$ cat src/rtl/up_cmd_master_pkg.sv
// Shared types and sizing helpers for the UP command master.
// Optional request timeout is enabled with UP_CMD_MASTER_TIMEOUT_EN.
package up_cmd_master_pkg;

    typedef enum logic [1:0] {
        IDLE  = 2'd0,
        READ  = 2'd1,
        WRITE = 2'd2,
        RESP  = 2'd3
    } state_t;

    localparam int unsigned TIMEOUT_CYCLES_DEFAULT = 255;

    // Counter must be able to hold the terminal value itself
    function automatic int unsigned cnt_width(input int unsigned limit);
        return $clog2(limit + 1);
    endfunction

    localparam int unsigned CNT_W_DEFAULT = cnt_width(TIMEOUT_CYCLES_DEFAULT);

endpackage

$ cat src/rtl/up_cmd_timeout.sv
// Clearable saturating cycle counter; expired_c flags that LIMIT was reached.
// Only instantiated when UP_CMD_MASTER_TIMEOUT_EN is defined.
module up_cmd_timeout
    import up_cmd_master_pkg::*;
#(
    parameter int unsigned LIMIT = TIMEOUT_CYCLES_DEFAULT,
    parameter int unsigned CNT_W = cnt_width(LIMIT)
) (
    input  logic clk,
    input  logic rstn,
    input  logic clr,
    input  logic inc,
    output logic expired_c
);

    logic [CNT_W-1:0] count;

    assign expired_c = (count == CNT_W'(LIMIT));

    always_ff @(posedge clk) begin
        if (!rstn) begin
            count <= '0;
        end else if (clr) begin
            count <= '0;
        end else if (inc && !expired_c) begin
            count <= count + CNT_W'(1);
        end
    end

endmodule

$ cat src/rtl/up_cmd_master.sv
// UP bus initiator: one valid/ready command becomes one UP read or write.
// Define UP_CMD_MASTER_TIMEOUT_EN to abort requests after TIMEOUT_CYCLES.
module up_cmd_master
    import up_cmd_master_pkg::*;
#(
    parameter int unsigned ADDRESS_WIDTH  = 32,
    parameter int unsigned BUS_WIDTH      = 4,
    parameter int unsigned TIMEOUT_CYCLES = TIMEOUT_CYCLES_DEFAULT
) (
    input  logic                     clk,
    input  logic                     rstn,
    input  logic                     cmd_valid,
    output logic                     cmd_ready,
    input  logic                     cmd_write,
    input  logic [ADDRESS_WIDTH-1:0] cmd_addr,
    input  logic [BUS_WIDTH*8-1:0]   cmd_wdata,
    output logic                     rsp_valid,
    input  logic                     rsp_ready,
    output logic                     rsp_write,
    output logic [BUS_WIDTH*8-1:0]   rsp_rdata,
    output logic                     rsp_error,
    output logic                     up_rreq,
    input  logic                     up_rack,
    output logic [ADDRESS_WIDTH-1:0] up_raddr,
    input  logic [BUS_WIDTH*8-1:0]   up_rdata,
    output logic                     up_wreq,
    input  logic                     up_wack,
    output logic [ADDRESS_WIDTH-1:0] up_waddr,
    output logic [BUS_WIDTH*8-1:0]   up_wdata
);

    state_t state;
    logic   busy;
    logic   timeout_hit;

    assign busy = (state == READ) || (state == WRITE);

`ifdef UP_CMD_MASTER_TIMEOUT_EN
    // Held clear outside READ/WRITE, so every request starts from zero
    up_cmd_timeout #(
        .LIMIT (TIMEOUT_CYCLES)
    ) u_timeout (
        .clk       (clk),
        .rstn      (rstn),
        .clr       (!busy),
        .inc       (busy),
        .expired_c (timeout_hit)
    );
`else
    assign timeout_hit = 1'b0;
`endif

    assign cmd_ready = rstn && (state == IDLE);

    // Acks only count once our own request is visible; the ack is checked
    // before the timeout so a same-cycle ack completes normally.
    always_ff @(posedge clk) begin
        if (!rstn) begin
            state     <= IDLE;
            rsp_valid <= 1'b0;
            rsp_write <= 1'b0;
            rsp_rdata <= '0;
            rsp_error <= 1'b0;
            up_rreq   <= 1'b0;
            up_raddr  <= '0;
            up_wreq   <= 1'b0;
            up_waddr  <= '0;
            up_wdata  <= '0;
        end else begin
            case (state)
                IDLE: begin
                    if (cmd_valid) begin
                        if (cmd_write) begin
                            up_waddr <= cmd_addr;
                            up_wdata <= cmd_wdata;
                            state    <= WRITE;
                        end else begin
                            up_raddr <= cmd_addr;
                            state    <= READ;
                        end
                    end
                end
                READ: begin
                    if (up_rreq && up_rack) begin
                        up_rreq   <= 1'b0;
                        rsp_valid <= 1'b1;
                        rsp_write <= 1'b0;
                        rsp_rdata <= up_rdata;
                        rsp_error <= 1'b0;
                        state     <= RESP;
                    end else if (timeout_hit) begin
                        up_rreq   <= 1'b0;
                        rsp_valid <= 1'b1;
                        rsp_write <= 1'b0;
                        rsp_rdata <= '0;
                        rsp_error <= 1'b1;
                        state     <= RESP;
                    end else begin
                        up_rreq <= 1'b1;
                    end
                end
                WRITE: begin
                    if (up_wreq && up_wack) begin
                        up_wreq   <= 1'b0;
                        rsp_valid <= 1'b1;
                        rsp_write <= 1'b1;
                        rsp_rdata <= '0;
                        rsp_error <= 1'b0;
                        state     <= RESP;
                    end else if (timeout_hit) begin
                        up_wreq   <= 1'b0;
                        rsp_valid <= 1'b1;
                        rsp_write <= 1'b1;
                        rsp_rdata <= '0;
                        rsp_error <= 1'b1;
                        state     <= RESP;
                    end else begin
                        up_wreq <= 1'b1;
                    end
                end
                RESP: begin
                    if (rsp_ready) begin
                        rsp_valid <= 1'b0;
                        state     <= IDLE;
                    end
                end
                default: state <= IDLE;
            endcase
        end
    end

endmodule
$ cat config.mk
export PLATFORM = sky130hd
export DESIGN_NAME = up_cmd_master
export DESIGN_NICKNAME = d
export VERILOG_FILES = /design/src/rtl/up_cmd_master_pkg.sv /design/src/rtl/up_cmd_timeout.sv /design/src/rtl/up_cmd_master.sv
export SDC_FILE = /design/constraint.sdc
export NUM_CORES = 1
export LEC_CHECK = 0
export CAP_MARGIN = 40
export CORE_MARGIN = 1
export CORE_UTILIZATION = 37
export CTS_BUF_LIST = sky130_fd_sc_hd__clkbuf_8
export DETAILED_ROUTE_END_ITERATION = 8
export PLACE_DENSITY = 0.78
export SLEW_MARGIN = 5
export SYNTH_ARGS = -nofsm -noshare
export SYNTH_HDL_FRONTEND = slang
export SYNTH_SLANG_ARGS = --single-unit
$ cat constraint.sdc
create_clock -name clk -period 1.5 [get_ports clk]
set_input_delay 0.3 -clock clk [delete_from_list [all_inputs] [get_ports clk]]
set_output_delay 0.3 -clock clk [all_outputs]
set_load 0.01 [all_outputs]
After elaboration in Yosys (flattened, before gate mapping)
Cells that the tools add are included.
Widths: inputs -> output; s select.
Word-level totals
  bits in writable memories: 0
  bits in read-only memories: 0
  word-level logic and storage cells: 48
  bits in latches: 0
  memories: 0
  register bits: 135
  input bits: 103
Operators by class
  divide/modulo/power cells: 0
  multiply operators: 0
  muxes and demuxes: 19
  bitwise gates (word level): 1
  reduce and logical (&&, ||, !) cells: 11
  magnitude comparators: 0
  add/subtract/negate cells: 0
  equality and inequality tests: 7
  shifts and indexed selects: 0
Operators with widths (number)
  $mux 32: 2
  $pmux 32 s2: 1
  $mux 2: 5
  $reduce_and 3->1: 3
  $pmux 2 s4: 1
  $reduce_and 4->1: 2
  $mux 1: 7
  $eq 2x2->1 const B: 2
  $ne 2x1->1 const B: 2
  $ne 2x2->1 const B: 2
  $pmux 1 s2: 2
  $logic_and 1x1->1: 3
  $pmux 1 s3: 1
  $reduce_bool 3->1: 1
  $eq 2x1->1 const B: 1
  $logic_not 2->1: 1
  $reduce_bool 2->1: 1
  $not 1->1: 1

Logic depth before layout (Yosys ltp)
  depth after elaboration: 3
  mapped depth: 7

Least setup slack after synthesis
No wires, ideal clock.
  path kind: reg-to-reg
  start point: reg state[1]
  end point: reg rsp_rdata[10]
  cell stages (with the launch flop): 8
  data required time: 1.383 ns
  arrival time: 1.427 ns
  slack: -0.044 ns
  library setup time: 0.117 ns
  path through: dfxtp_1 -> inv_1 -> ha_1 -> and4b_1 -> and2_4 -> buf_6 -> buf_6 -> a22o_1
Between the ends
  word-level cells in the longest chain between the ends: 3
  elaborated cells between the ends (all ways): 7
  those cells by class: eq/ne: 4; mux: 1; reduce/logical: 2
RTL lines
  start, declared: line up_cmd_master.sv:32  | state_t state;
  start signal, assigned: line up_cmd_master.sv:59  | state <= IDLE;
  start signal, assigned: line up_cmd_master.sv:76  | state <= WRITE;
  start signal, assigned: line up_cmd_master.sv:79  | state <= READ;
  $eq 2x2->1 / $eq 2x1->1 (equally long branches): line up_cmd_master.sv:70  | case (state)
  $ne 2x1->1 (no line) / $reduce_bool 2->1 (equally long branches)
  $reduce_and 3->1 (no line)
  end signal, assigned: line up_cmd_master.sv:88  | rsp_rdata <= up_rdata;
  end, declared: line up_cmd_master.sv:20  | output logic [BUS_WIDTH*8-1:0] rsp_rdata,
Parallel ways exist; a longest one is shown, timed or not.
A chain may end at the register's enable or synchronous reset.

Final worst setup path
  start point: reg state[1]
  end point: reg rsp_rdata[25]
Same word-level chain as after synthesis.

==> impl_metrics.env <==
export IMPL_grt_max_degree=98
export IMPL_comb_power_share_pct=30.9
export IMPL_die_area_sq_mm=0.0133
export IMPL_seq_area_frac_synth_pct=56.6
export IMPL_cts_tree="built"
export IMPL_setup_tns_ns=-2.72
export IMPL_yosysUniqueCellTypes=35
export IMPL_power_frac_clock_pct=32.5
export IMPL_regToRegEndpoint="rsp_rdata[25]"
export IMPL_start_kind="flop"
export IMPL_worst_path_most_repeated_cell="buf_6"
export IMPL_whs_endpoint="up_wdata[22]"
export IMPL_min_from="cmd_wdata[22]"
export IMPL_grt_pass1_wl_mm=23.4
export IMPL_critPathMaxStageDelay_ns=0.35
export IMPL_track_usage_pct=22.9
export IMPL_reg2regPathDepth=7
export IMPL_sw_frac_of_total_pct=28.9
export IMPL_setup_viol=33
export IMPL_clock_tree_buffer_depth=2
export IMPL_drc=0
export IMPL_final_common_cell="nand2_1"
export IMPL_hold_depth=3
export IMPL_via_count=4784
export IMPL_critPathSlowestCell="dfxtp_2"
export IMPL_busiest_layer="met2"
export IMPL_syn_to_final_growth_pct=71.1
export IMPL_cts_root_buf="clkbuf_8"
export IMPL_yosys_register_bits=134
export IMPL_synth_edff_count=0
export IMPL_slew_violations=0
export IMPL_worst_path_max_fanout=8
export IMPL_viasPerCell=4.91
export IMPL_rr_startpoint="state[1]"
export IMPL_grt_ovfl_total=0
export IMPL_final_period_utilization_pct=110
export IMPL_cts_buffers=17
export IMPL_fmax_mhz=605
export IMPL_syn_area_per_cell_sq_um=8.83
export IMPL_routed_wl_mm=15.8
export IMPL_vdd_drop_max_mv=0.642
export IMPL_ys_warn_count=0
export IMPL_die_w_um=115
export IMPL_period_needed_ns=1.65
export IMPL_p_per_area_mw_per_mm2=1380
export IMPL_intPower_uw=7970
export IMPL_met2_usage_pct=41.6
export IMPL_leakagePower_uw=0.00366
export IMPL_gp_congestion=0.779
export IMPL_worst_slack_ns=-0.152
export IMPL_seq_area_sq_mm=0.00269
export IMPL_p_switching_uw=3230
export IMPL_cp_end_kind="flop"
export IMPL_ant_nets=0
export IMPL_rrSetupSlack_ns=-0.15
export IMPL_run_status="finished with violations"
export IMPL_nets=902
export IMPL_syn_nets=646
export IMPL_grt_setup_unrepaired="yes"
export IMPL_core_sq_mm=0.0123
export IMPL_skew_ns=0.0116
export IMPL_dp_final_hpwl_mm=10.2
export IMPL_wl_per_cell_um=16.2
export IMPL_n_antenna_cell=0
export IMPL_cp_required_ns=1.88
export IMPL_first_pass_iters=4
export IMPL_clock_latency_ns=0.43
export IMPL_floorplan_die_height_um=115
export IMPL_io_pins=237
export IMPL_worstPathCellList="buf_6, ha_4, or2_4, a31oi_4, buf_6, clkbuf_16, a22o_1"
export IMPL_gr_usage_met3_pct=7.85
export IMPL_path_clk_slew_ns=0.08
export IMPL_cts_num_sinks=134
export IMPL_p_seq_share_pct=36.6
export IMPL_mostFrequentLayoutCells="nand2_1 (196), dfxtp_1 (132), dlygate4sd2_1 (131)"
export IMPL_synth_area_sq_mm=0.00474
export IMPL_worstSetupStartpoint="state[1]"
export IMPL_drive_above_1_share_pct=12.3
export IMPL_syn_inst=537
export IMPL_multi_input_area_sq_mm=0.00190
export IMPL_hold_viol=0
export IMPL_async_flop_share_pct=0
export IMPL_synthFlopType="dfxtp_1"
export IMPL_drt_iter0_markers=325
export IMPL_fin_area_sq_mm=0.00811
export IMPL_critPathKind="flop to flop"
export IMPL_port_buffers=235
export IMPL_use_met1_pct=23.6
export IMPL_p_total_uw=11200
export IMPL_grt_pass1_vias=4762
export IMPL_dp_slack_ns=-0.256
export IMPL_hold_class="input pin to flop"
export IMPL_num_fill_cells=1000
export IMPL_initial_core_util_pct=38.7
export IMPL_violations="setup timing"
export IMPL_critPathArrivalTime_ns=2.03
export IMPL_placed_area_sq_mm=0.00739
export IMPL_std_cell_rows=40
export IMPL_htree_levels=4
export IMPL_final_core_util_pct=66.2
export IMPL_antenna_found_initial=0
export IMPL_drv_cap=0
-- repair_timing --
item / 4_1_cts / 5_1_grt
endpoints found under the setup margin: 238 / 132
endpoints found under the hold margin: 0 / 0
resized for setup: 141 / 34
cloned: 3 / 6
pin swaps: 1 / 38
setup buffers: 0 / 5
hold buffers: 0 / 0
-- synthesized netlist by cell type (2+ instances only) --
master	n	area share [%]
a21bo_4	2	0.69
a21oi_1	96	10
a22o_1	30	5.5
a22o_2	2	0.42
buf_1	2	0.16
buf_2	13	1.4
buf_6	9	2.1
clkbuf_1	14	1.1
dfxtp_1	134	57
ha_1	6	1.6
inv_1	3	0.24
mux2i_1	2	0.42
nand2_1	196	16
nand2b_1	2	0.26
nand3_1	2	0.21
nor2_1	3	0.24
o21ai_0	3	0.32
-- power groups by stage --
stage	Combinational, uW	Sequential, uW	Clock, uW
floorplan	1260	4290	0
global placement	2880	4130	0
detailed placement	2950	4160	0
CTS	3000	4080	3710
global route	3740	4140	3880
finish	3460	4100	3640
-- through the flow --
stage               hold slack (ns)  std cells
floorplan                     0.410        537
global placement              0.441        928
detailed placement            0.446        928
CTS                           0.375        963
global route                  0.393        974
finish                        0.406        974
-- kinds of logic (layout without fill, tap and decap cells) --
kind of cell	count (synthesis)	count (layout)	share of synthesized area, %
flops	134	134	56.6
simple gates	212	212	17.7
buf+inv	43	312	5.25
compound gates	139	139	18.4
mux	2	2	0.422
fa+ha+maj	6	6	1.58
other cells	1	1	0.0791
-- critical path: cells and delay by family (launching register included) --
kind            cells  cell delay [ns]
fa+ha+maj           1             0.16
flops               1             0.35
buf+inv             3             0.45
simple gates        1             0.25
compound gates      2             0.39
-- sequential cells by signal, indices dropped and copies added (netlist names) --
name and flops:
up_rreq 1, up_wdata 32, rsp_valid 1, state 2, rsp_write 1, up_raddr 32, up_wreq 1, rsp_rdata 32
up_waddr 32
-- layout make-up --
cell class	instances	share of cell area [%]
clock buffer	19	3.22
clock inverter	13	2.79
inverter	4	0.278
multi-input combinational	360	23.4
sequential	134	33.1
tap	168	2.59
timing repair buffer	276	34.6
-- routing by layer --
metal	up-vias	part of all wire, %
li1	2301	-
met1	2232	39
met2	217	50
met3	34	9.0
met4	0	2.2
met5	-	0
-- how the worst max path moves through the flow --
stage                          to  slack (ns)  depth (start not counted)
detailed placement      cmd_ready       -0.26                          4
floorplan           rsp_rdata[10]       0.002                          7
global placement        cmd_ready       -0.26                          4
finish              rsp_rdata[25]       -0.15                          7
CTS                     cmd_ready       -0.26                          5
global route        rsp_rdata[30]       -0.20                          7
Note: power is estimated with default switching activity, not from simulation.
